**src/rtl/fb_console_writer.sv**
```systemverilog
// Byte-stream console writer for the VGA text framebuffer: cursor tracking, control codes, clears.
// Optional FB_CONSOLE_AUTOCLEAR_EN blanks each destination row on a row advance.
module fb_console_writer #(
  parameter int unsigned COLS = 80,
  parameter int unsigned ROWS = 30,
  parameter logic [7:0]  FILL = 8'h20
) (
  input  logic        clk,
  input  logic        rst,
  input  logic [7:0]  in_data,
  input  logic        in_valid,
  output logic        in_ready,
  output logic [7:0]  fb_data,
  output logic [11:0] fb_addr,
  output logic        fb_we,
  output logic [6:0]  cursor_col,
  output logic [4:0]  cursor_row
);

  localparam int unsigned TOTAL = COLS * ROWS;
  localparam int unsigned CNT_W = 13;

  generate
    if (TOTAL > 4096) begin : g_size_check
      $fatal(1, "fb_console_writer: COLS*ROWS exceeds the 4096-entry framebuffer");
    end
  endgenerate

  typedef enum logic [1:0] {
    CLR_ALL  = 2'd0,
    IDLE     = 2'd1
`ifdef FB_CONSOLE_AUTOCLEAR_EN
    ,
    CLR_LINE = 2'd2
`endif
  } state_t;

  state_t             state;
  logic [CNT_W-1:0]   clr_cnt;
  logic [11:0]        row_base;
  logic               row_last;
  logic [4:0]         adv_row;
  logic [11:0]        adv_base;
  logic               printable;

  assign in_ready = (state == IDLE);

  // Row-advance targets; row_base tracks row*COLS without a multiplier
  always_comb begin
    row_last  = (cursor_row == 5'(ROWS - 1));
    adv_row   = row_last ? 5'd0 : cursor_row + 5'd1;
    adv_base  = row_last ? 12'd0 : row_base + 12'(COLS);
    printable = (in_data >= 8'h20) && (in_data <= 8'h7E);
  end

  always_ff @(posedge clk or posedge rst) begin
    if (rst) begin
      state      <= CLR_ALL;
      clr_cnt    <= '0;
      row_base   <= '0;
      cursor_col <= '0;
      cursor_row <= '0;
      fb_we      <= 1'b0;
      fb_addr    <= '0;
      fb_data    <= '0;
    end else begin
      fb_we <= 1'b0;
      case (state)
        CLR_ALL: begin
          if (clr_cnt == CNT_W'(TOTAL)) begin
            state   <= IDLE;
            clr_cnt <= '0;
          end else begin
            fb_we   <= 1'b1;
            fb_addr <= 12'(clr_cnt);
            fb_data <= FILL;
            clr_cnt <= clr_cnt + CNT_W'(1);
          end
        end

`ifdef FB_CONSOLE_AUTOCLEAR_EN
        CLR_LINE: begin
          if (clr_cnt == CNT_W'(COLS)) begin
            state   <= IDLE;
            clr_cnt <= '0;
          end else begin
            fb_we   <= 1'b1;
            fb_addr <= row_base + 12'(clr_cnt);
            fb_data <= FILL;
            clr_cnt <= clr_cnt + CNT_W'(1);
          end
        end
`endif

        IDLE: begin
          if (in_valid) begin
            if (printable) begin
              fb_we   <= 1'b1;
              fb_addr <= row_base + 12'(cursor_col);
              fb_data <= in_data;
              if (cursor_col == 7'(COLS - 1)) begin
                cursor_col <= '0;
                cursor_row <= adv_row;
                row_base   <= adv_base;
`ifdef FB_CONSOLE_AUTOCLEAR_EN
                // Character write occupies this cycle; the row clear follows
                state      <= CLR_LINE;
                clr_cnt    <= '0;
`endif
              end else begin
                cursor_col <= cursor_col + 7'd1;
              end
            end else begin
              case (in_data)
                8'h0A: begin
                  cursor_col <= '0;
                  cursor_row <= adv_row;
                  row_base   <= adv_base;
`ifdef FB_CONSOLE_AUTOCLEAR_EN
                  // No character to write, so the first clear write starts now
                  fb_we      <= 1'b1;
                  fb_addr    <= adv_base;
                  fb_data    <= FILL;
                  clr_cnt    <= CNT_W'(1);
                  state      <= CLR_LINE;
`endif
                end
                8'h0D: cursor_col <= '0;
                8'h08: begin
                  if (cursor_col != 7'd0) begin
                    cursor_col <= cursor_col - 7'd1;
                    fb_we      <= 1'b1;
                    fb_addr    <= row_base + 12'(cursor_col - 7'd1);
                    fb_data    <= 8'h20;
                  end
                end
                8'h0C: begin
                  cursor_col <= '0;
                  cursor_row <= '0;
                  row_base   <= '0;
                  fb_we      <= 1'b1;
                  fb_addr    <= 12'd0;
                  fb_data    <= FILL;
                  clr_cnt    <= CNT_W'(1);
                  state      <= CLR_ALL;
                end
                default: ;
              endcase
            end
          end
        end

        default: begin
          state   <= CLR_ALL;
          clr_cnt <= '0;
        end
      endcase
    end
  end

endmodule

```
**config.mk**
```make
export PLATFORM = sky130hd
export DESIGN_NAME = fb_console_writer
export DESIGN_NICKNAME = d
export VERILOG_FILES = /design/src/rtl/fb_console_writer.sv
export SDC_FILE = /design/constraint.sdc
export NUM_CORES = 1
export LEC_CHECK = 0
export CAP_MARGIN = 25
export CORE_AREA = 2 2 112 114
export DETAILED_ROUTE_END_ITERATION = 10
export DIE_AREA = 0 0 114 116
export GPL_TIMING_DRIVEN = 0
export MAX_ROUTING_LAYER = met4
export PLACE_DENSITY = 0.54
export SYNTH_ARGS = -nofsm -noshare
export SYNTH_HDL_FRONTEND = slang
export SYNTH_SLANG_ARGS = --single-unit
```
**constraint.sdc**
```tcl
create_clock -name clk -period 4.37 [get_ports clk]
set_clock_uncertainty 0.1 [all_clocks]
set_input_delay 0.874 -clock clk [delete_from_list [all_inputs] [get_ports clk]]
set_output_delay 0.874 -clock clk [all_outputs]
set_load 0.02 [all_outputs]
```
==> run summary, run 1 <==
outcome: complete, no violations
CTS tree: built
GPL Wtd Cong: 0.980
Buf/Inv on CP: 1
Worst Path Arrival: 3.61 ns
slowest stage cell on the critical path: or4_1
crit share post-route: 80.2%
DPL Wire Length: 9200 µm
Total GRT Usage: 19.7%
# resized after CTS: 0
layout cells sized above 1: 7.10%
delay-heaviest family, CP: simple AND/OR/NAND/NOR gates
crit-path cells: buf_2 > or4_1 > nor4_4 > ha_1 > and3_1 > a221o_1 > a221oi_1 > xnor2_1 > a32oi_1 > a21oi_1
worst relative slew slack: 53.6%
setup slack after layout: 0.867 ns
max cap viols: 0
final wirelength: 12,100 µm
DIE AREA: 13,200 µm²
Worst-Margin Slew: 0.693 ns
largest family of logic cells by synthesized area: compound AO/OA/AOI/OAI gates
root buffer cell: clkbuf_16
Pwr per Cell Area: 622 nW/µm²
Max FO, Critical Path: 9
Detailed Routing Iterations Pass 1: 6
post-synthesis mux area share: 0.475%
DP Worst Slack: 0.835 ns
row cnt: 40
Syn Area/Cell: 8.61 µm²
cell area after synthesis: 4210 µm²
max incr delay on CP: 0.57 ns
setup TNS: 0 ns
leak pwr: 2.28 nW
Max Slew Vio Count: 0
postcts setup bufs: 0
Post-Synth Adder-Cell Area: 9.27%
vias per cell: 5.60
Hold Crit Class: register to register
first-pass GRT wire length: 19,600 µm
Post-DRT Antenna Nets: 0
Area Growth Syn to Fin: 22.3%
cts bufs inserted: 9
routed vias: 3,898
largest net degree at the start of global routing: 35
synth unique cells: 62
DR WL/cell: 17.4 µm
leading area contributor after synthesis: dfrtp_1
Top FF cell, synth: dfrtp_1
Synth async-reset ratio: 100%
CP Capture Type: register
Post-synth EDFFs: 0
RSZ-0062 raised after global routing: no
Port-buffer cells: 44
sequential cell area: 1480 µm²
H-tree Lvls: 3
hold_buf cts: 0
initial core utilization: 35.3%
#FFs+latches synth: 59
IO Count: 45
Syn. warnings: 0
die height: 116 µm
core area: 11,900 µm²
vias in the first global route: 3,699
clk_lat worst skew: 0.33 ns
Net count, final: 586
post-synthesis sequential area ratio: 35.1%
Sinks on Clock Net: 59
simple-gate share of the synthesized area: 21.0%
final setup vio count: 0
area of the multi-input gates: 2560 µm²
endpoints failing hold: 0
DR iter-0 viols: 309
commonest non-fill, non-tap cells in the layout: 59 x nand2_1, 59 x dfrtp_1, 47 x o21ai_0, 44 x clkdlybuf4s50_1, 42 x nor2_1
CP Data Required Time: 4.48 ns
complex-gate fraction of the synthesized area: 24.2%
Synth Instances: 489
DRC viols: 0
Worst IR Drop VDD: 0.204 mV
Post-Synth XOR/XNOR Area: 5.82%
initial antenna violation count: 0
n_diodes: 0
Fillers: 1,204
Yosys top cell area share: 35.1%
Min Hold Slack: 0.371 ns
Clock Pin Slew Worst Setup and Hold Paths: 0.05 ns
clk buf depth: 2
Die X-Extent: 114 µm
final global-route overflow total: 0
top post-synthesis cells by area: dfrtp_1 35%, ha_1 8.3%, o21ai_0 5.6%
fmax: 285 MHz
startpoint types: register
CP Class: register to register
Synth Net Count: 530
final critical-path required period: 3.50 ns
worst min-delay path, cell delays in order (launching register included):
cell     delay, ns
dfrtp_1       0.34
nand2_1       0.05
nand2_1       0.05
where the power goes:
part | internal, mW | switching (mW) | total, mW
Clock | 0.468 | 0.242 | 0.710
Combinational | 0.678 | 0.884 | 1.56
Sequential | 0.710 | 0.222 | 0.931
Total | 1.86 | 1.35 | 3.20
worst paths after layout:
kind	startpoint	endpoint	slack (ns)	cells past startpoint
max	cursor_col[2]	fb_addr[11]	0.87	10
min	fb_data[0]	fb_data[0]	0.37	2
max reg2reg	cursor_col[2]	fb_addr[11]	0.87	10
min reg2reg	fb_data[0]	fb_data[0]	0.37	2
max in group asynchronous	rst	row_base[4]	2.75	3
min in group asynchronous	rst	clr_cnt[2]	0.83	2
per-layer routing:
layer	wire [µm]	GRT usage [%]	vias to the layer above
li1	-	-	1909
met1	5800	26.3	1854
met2	5480	30.2	110
met3	518	3.29	25
met4	284	7.40	0
met5	0	-	-
through the flow:
step	cells	power, mW	util (%)	cell area [µm²]
2_1_floorplan	489	1.95	-	4210
3_3_place_gp	680	2.46	40.6	4830
3_5_place_dp	681	2.48	40.8	4850
4_1_cts	696	3.21	43.2	5150
5_1_grt	696	3.44	43.2	5150
6_report	696	3.20	43.2	5150
final cells by class:
class                   count  share of cell area (%)
repair buffers             45                    8.94
inverters                  16                    1.17
clock buffers              13                    5.05
well taps                 147                    3.57
multi-input cells         391                    49.7
clock inverters             2                   0.680
plain buffers              23                    2.19
flip-flops and latches     59                    28.7
state kept, by name (all words and copies together), names as in the netlist:
register	flops
state	1
fb_data	8
clr_cnt	13
row_base	12
fb_addr	12
cursor_row	5
fb_we	1
cursor_col	7
Yosys cell counts, drive strengths merged, types with 3 or more instances:
library cell / n
a211oi: 5
a21oi: 24
xnor2: 11
o31ai: 13
a31oi: 10
dfrtp: 59
and2: 6
nand3: 25
buf: 11
o211ai: 5
nand2b: 4
o21a: 4
xor2: 17
clkbuf: 12
nor2b: 8
a22o: 8
nor2: 42
inv: 15
o221ai: 5
nand4: 4
nand2: 59
o21ai: 48
and3: 12
o22ai: 3
ha: 28
nor3: 3
nor4b: 3
a221oi: 3
a21o: 5
or2: 4
cells by family after synthesis:
logic type               Yosys count
AO/OA/AOI/OAI                    154
XOR/XNOR                          28
adder cells (fa/ha/maj)           30
buffers and inverters             39
flip-flops                        59
multiplexers                       2
AND/OR/NAND/NOR                  177
Note: power is estimated with default switching activity, not from simulation.
==> run 2: changes to the inputs <==
==> constraint.sdc (replaced) <==
create_clock -name clk -period 3.6 [get_ports clk]
set_clock_uncertainty 0.1 [all_clocks]
set_input_delay 0.72 -clock clk [delete_from_list [all_inputs] [get_ports clk]]
set_output_delay 0.72 -clock clk [all_outputs]
set_load 0.02 [all_outputs]
==> run 2 against run 1 <==
  * Sequential share of layout area shrank 0.26 points
  * Combinational power grew 23%
  * Sequential power grew 22%
  * Critical path depth is 1 higher
  * Critical endpoint unchanged
==> run summary, run 2 (same netlist as run 1, synthesis figures left out) <==
CTS tree: built
final wirelength: 12,200 µm
vias per cell: 5.61
setup TNS: 0 ns
final critical-path required period: 3.43 ns
Total GRT Usage: 19.7%
DPL Wire Length: 9200 µm
Max FO, Critical Path: 9
GPL Wtd Cong: 0.980
largest net degree at the start of global routing: 35
setup slack, reg-to-reg: 0.17 ns
Worst-Margin Slew: 0.689 ns
routed vias: 3,915
hold path cells: 2
largest registers: clr_cnt (13), fb_addr (12), row_base (12)
final setup vio count: 0
H-tree Lvls: 3
startpoint types: register
slowest stage cell on the critical path: or4_1
CP Class: register to register
Die X-Extent: 114 µm
max incr delay on CP: 0.57 ns
DIE AREA: 13,200 µm²
Hold Crit Class: register to register
Worst Path Arrival: 3.53 ns
row cnt: 40
CP Capture Type: register
worst relative slew slack: 53.9%
DR WL/cell: 17.5 µm
Detailed Routing Iterations Pass 1: 5
commonest non-fill, non-tap cells in the layout: 59 x nand2_1, 59 x dfrtp_1, 47 x o21ai_0, 44 x clkdlybuf4s50_1, 42 x nor2_1
n_diodes: 0
die height: 116 µm
Area Growth Syn to Fin: 23.4%
Net count, final: 588
CP Data Required Time: 3.71 ns
outcome: complete, no violations
clk buf depth: 2
layout cells sized above 1: 7.99%
post-route cell area: 5200 µm²
Port-buffer cells: 44
Clock Pin Slew Worst Setup and Hold Paths: 0.05 ns
IO Count: 45
r2r endpoint: fb_addr[11]
Post-DRT Antenna Nets: 0
Worst IR Drop VDD: 0.248 mV
root buffer cell: clkbuf_16
max FFs per register: 13
R2R cell count: 11
fmax: 292 MHz
RSZ-0062 raised after global routing: no
max cap viols: 0
endpoints failing hold: 0
cts bufs inserted: 9
most flop-heavy register: clr_cnt
placed instance area: 4850 µm²
clk_lat worst skew: 0.33 ns
initial antenna violation count: 0
first-pass GRT wire length: 19,600 µm
core area: 11,900 µm²
crit share post-route: 95.2%
DRC viols: 0
DR iter-0 viols: 323
final global-route overflow total: 0
crit-path cells: buf_2 > or4_1 > nor4_4 > buf_4 > ha_1 > and3_1 > a221o_1 > a221oi_2 > xnor2_1 > a32oi_1 > a21oi_1
leak pwr: 2.29 nW
Max Slew Vio Count: 0
initial core utilization: 35.3%
Pwr per Cell Area: 755 nW/µm²
vias in the first global route: 3,699
reg-to-reg startpoint: cursor_col[2]
hold endpoint: fb_data[0]
hold wc startpoint: fb_data[0]
Sinks on Clock Net: 59
[run 2: cell types whose count changed in the layout (fill, tap and decap cells not counted), sizes merged]
| cell | previous run | this run |
|---|---|---|
| buf | 12 | 14 |
[run 2: worst max path at each step]
stage	from	endpoint	depth (start not counted)
6_report	cursor_col[2]	fb_addr[11]	11
5_1_grt	cursor_col[2]	fb_addr[11]	11
4_1_cts	cursor_col[2]	fb_addr[11]	10
3_5_place_dp	cursor_col[2]	fb_addr[11]	10
3_3_place_gp	rst	cursor_row[0]	2
2_1_floorplan	cursor_col[2]	fb_addr[11]	10
[run 2: stage by stage]
stage               util (%)  total power, mW  hold slack, ns  setup WS (ns)  std cells
floorplan                  -             2.37           0.381          0.423        489
global placement        40.6             2.99           0.356          0.127        680
detailed placement      40.8             3.01           0.364          0.153        681
CTS                     43.2             3.90           0.374          0.116        696
global route            43.6             4.20           0.406         0.0290        698
finish                  43.6             3.92           0.371          0.174        698
[run 2: layout make-up]
| cell class | instances | area, µm² |
|---|---|---|
| plain buffers | 23 | 113 |
| clock buffers | 13 | 260 |
| clock inverters | 2 | 35.0 |
| fillers | 1201 | 6720 |
| inverters | 16 | 60.1 |
| multi-input cells | 391 | 2590 |
| flip-flops and latches | 59 | 1480 |
| well taps | 147 | 184 |
| repair buffers | 47 | 475 |
[run 2: critical path: cells and delay by family (launching register included)]
family,cells,cell delay [ns]
compound gates,4,0.99
buf+inv,2,0.37
fa+ha+maj,1,0.27
simple gates,3,1.05
xor+xnor,1,0.11
flops,1,0.40
[run 2: power by group]
group | leakage (nW) | switching (mW) | internal (mW)
combinational | 1.42 | 1.08 | 0.838
clock | 0.146 | 0.295 | 0.568
sequential | 0.728 | 0.274 | 0.861
[run 2: per-layer routing]
layer,GRT usage [%],vias up,share of wire (%)
met5,-,-,0
met4,7.40,0,2.4
met3,3.29,25,3.8
met2,30.2,104,45
met1,26.3,1877,48
li1,-,1909,-
[run 2: what timing repair did]
action	4_1_cts	5_1_grt
hold buffers	0	0
hold endpoints to repair	0	0
setup buffers	0	2
gates resized for setup	0	3
setup endpoints to repair	0	1
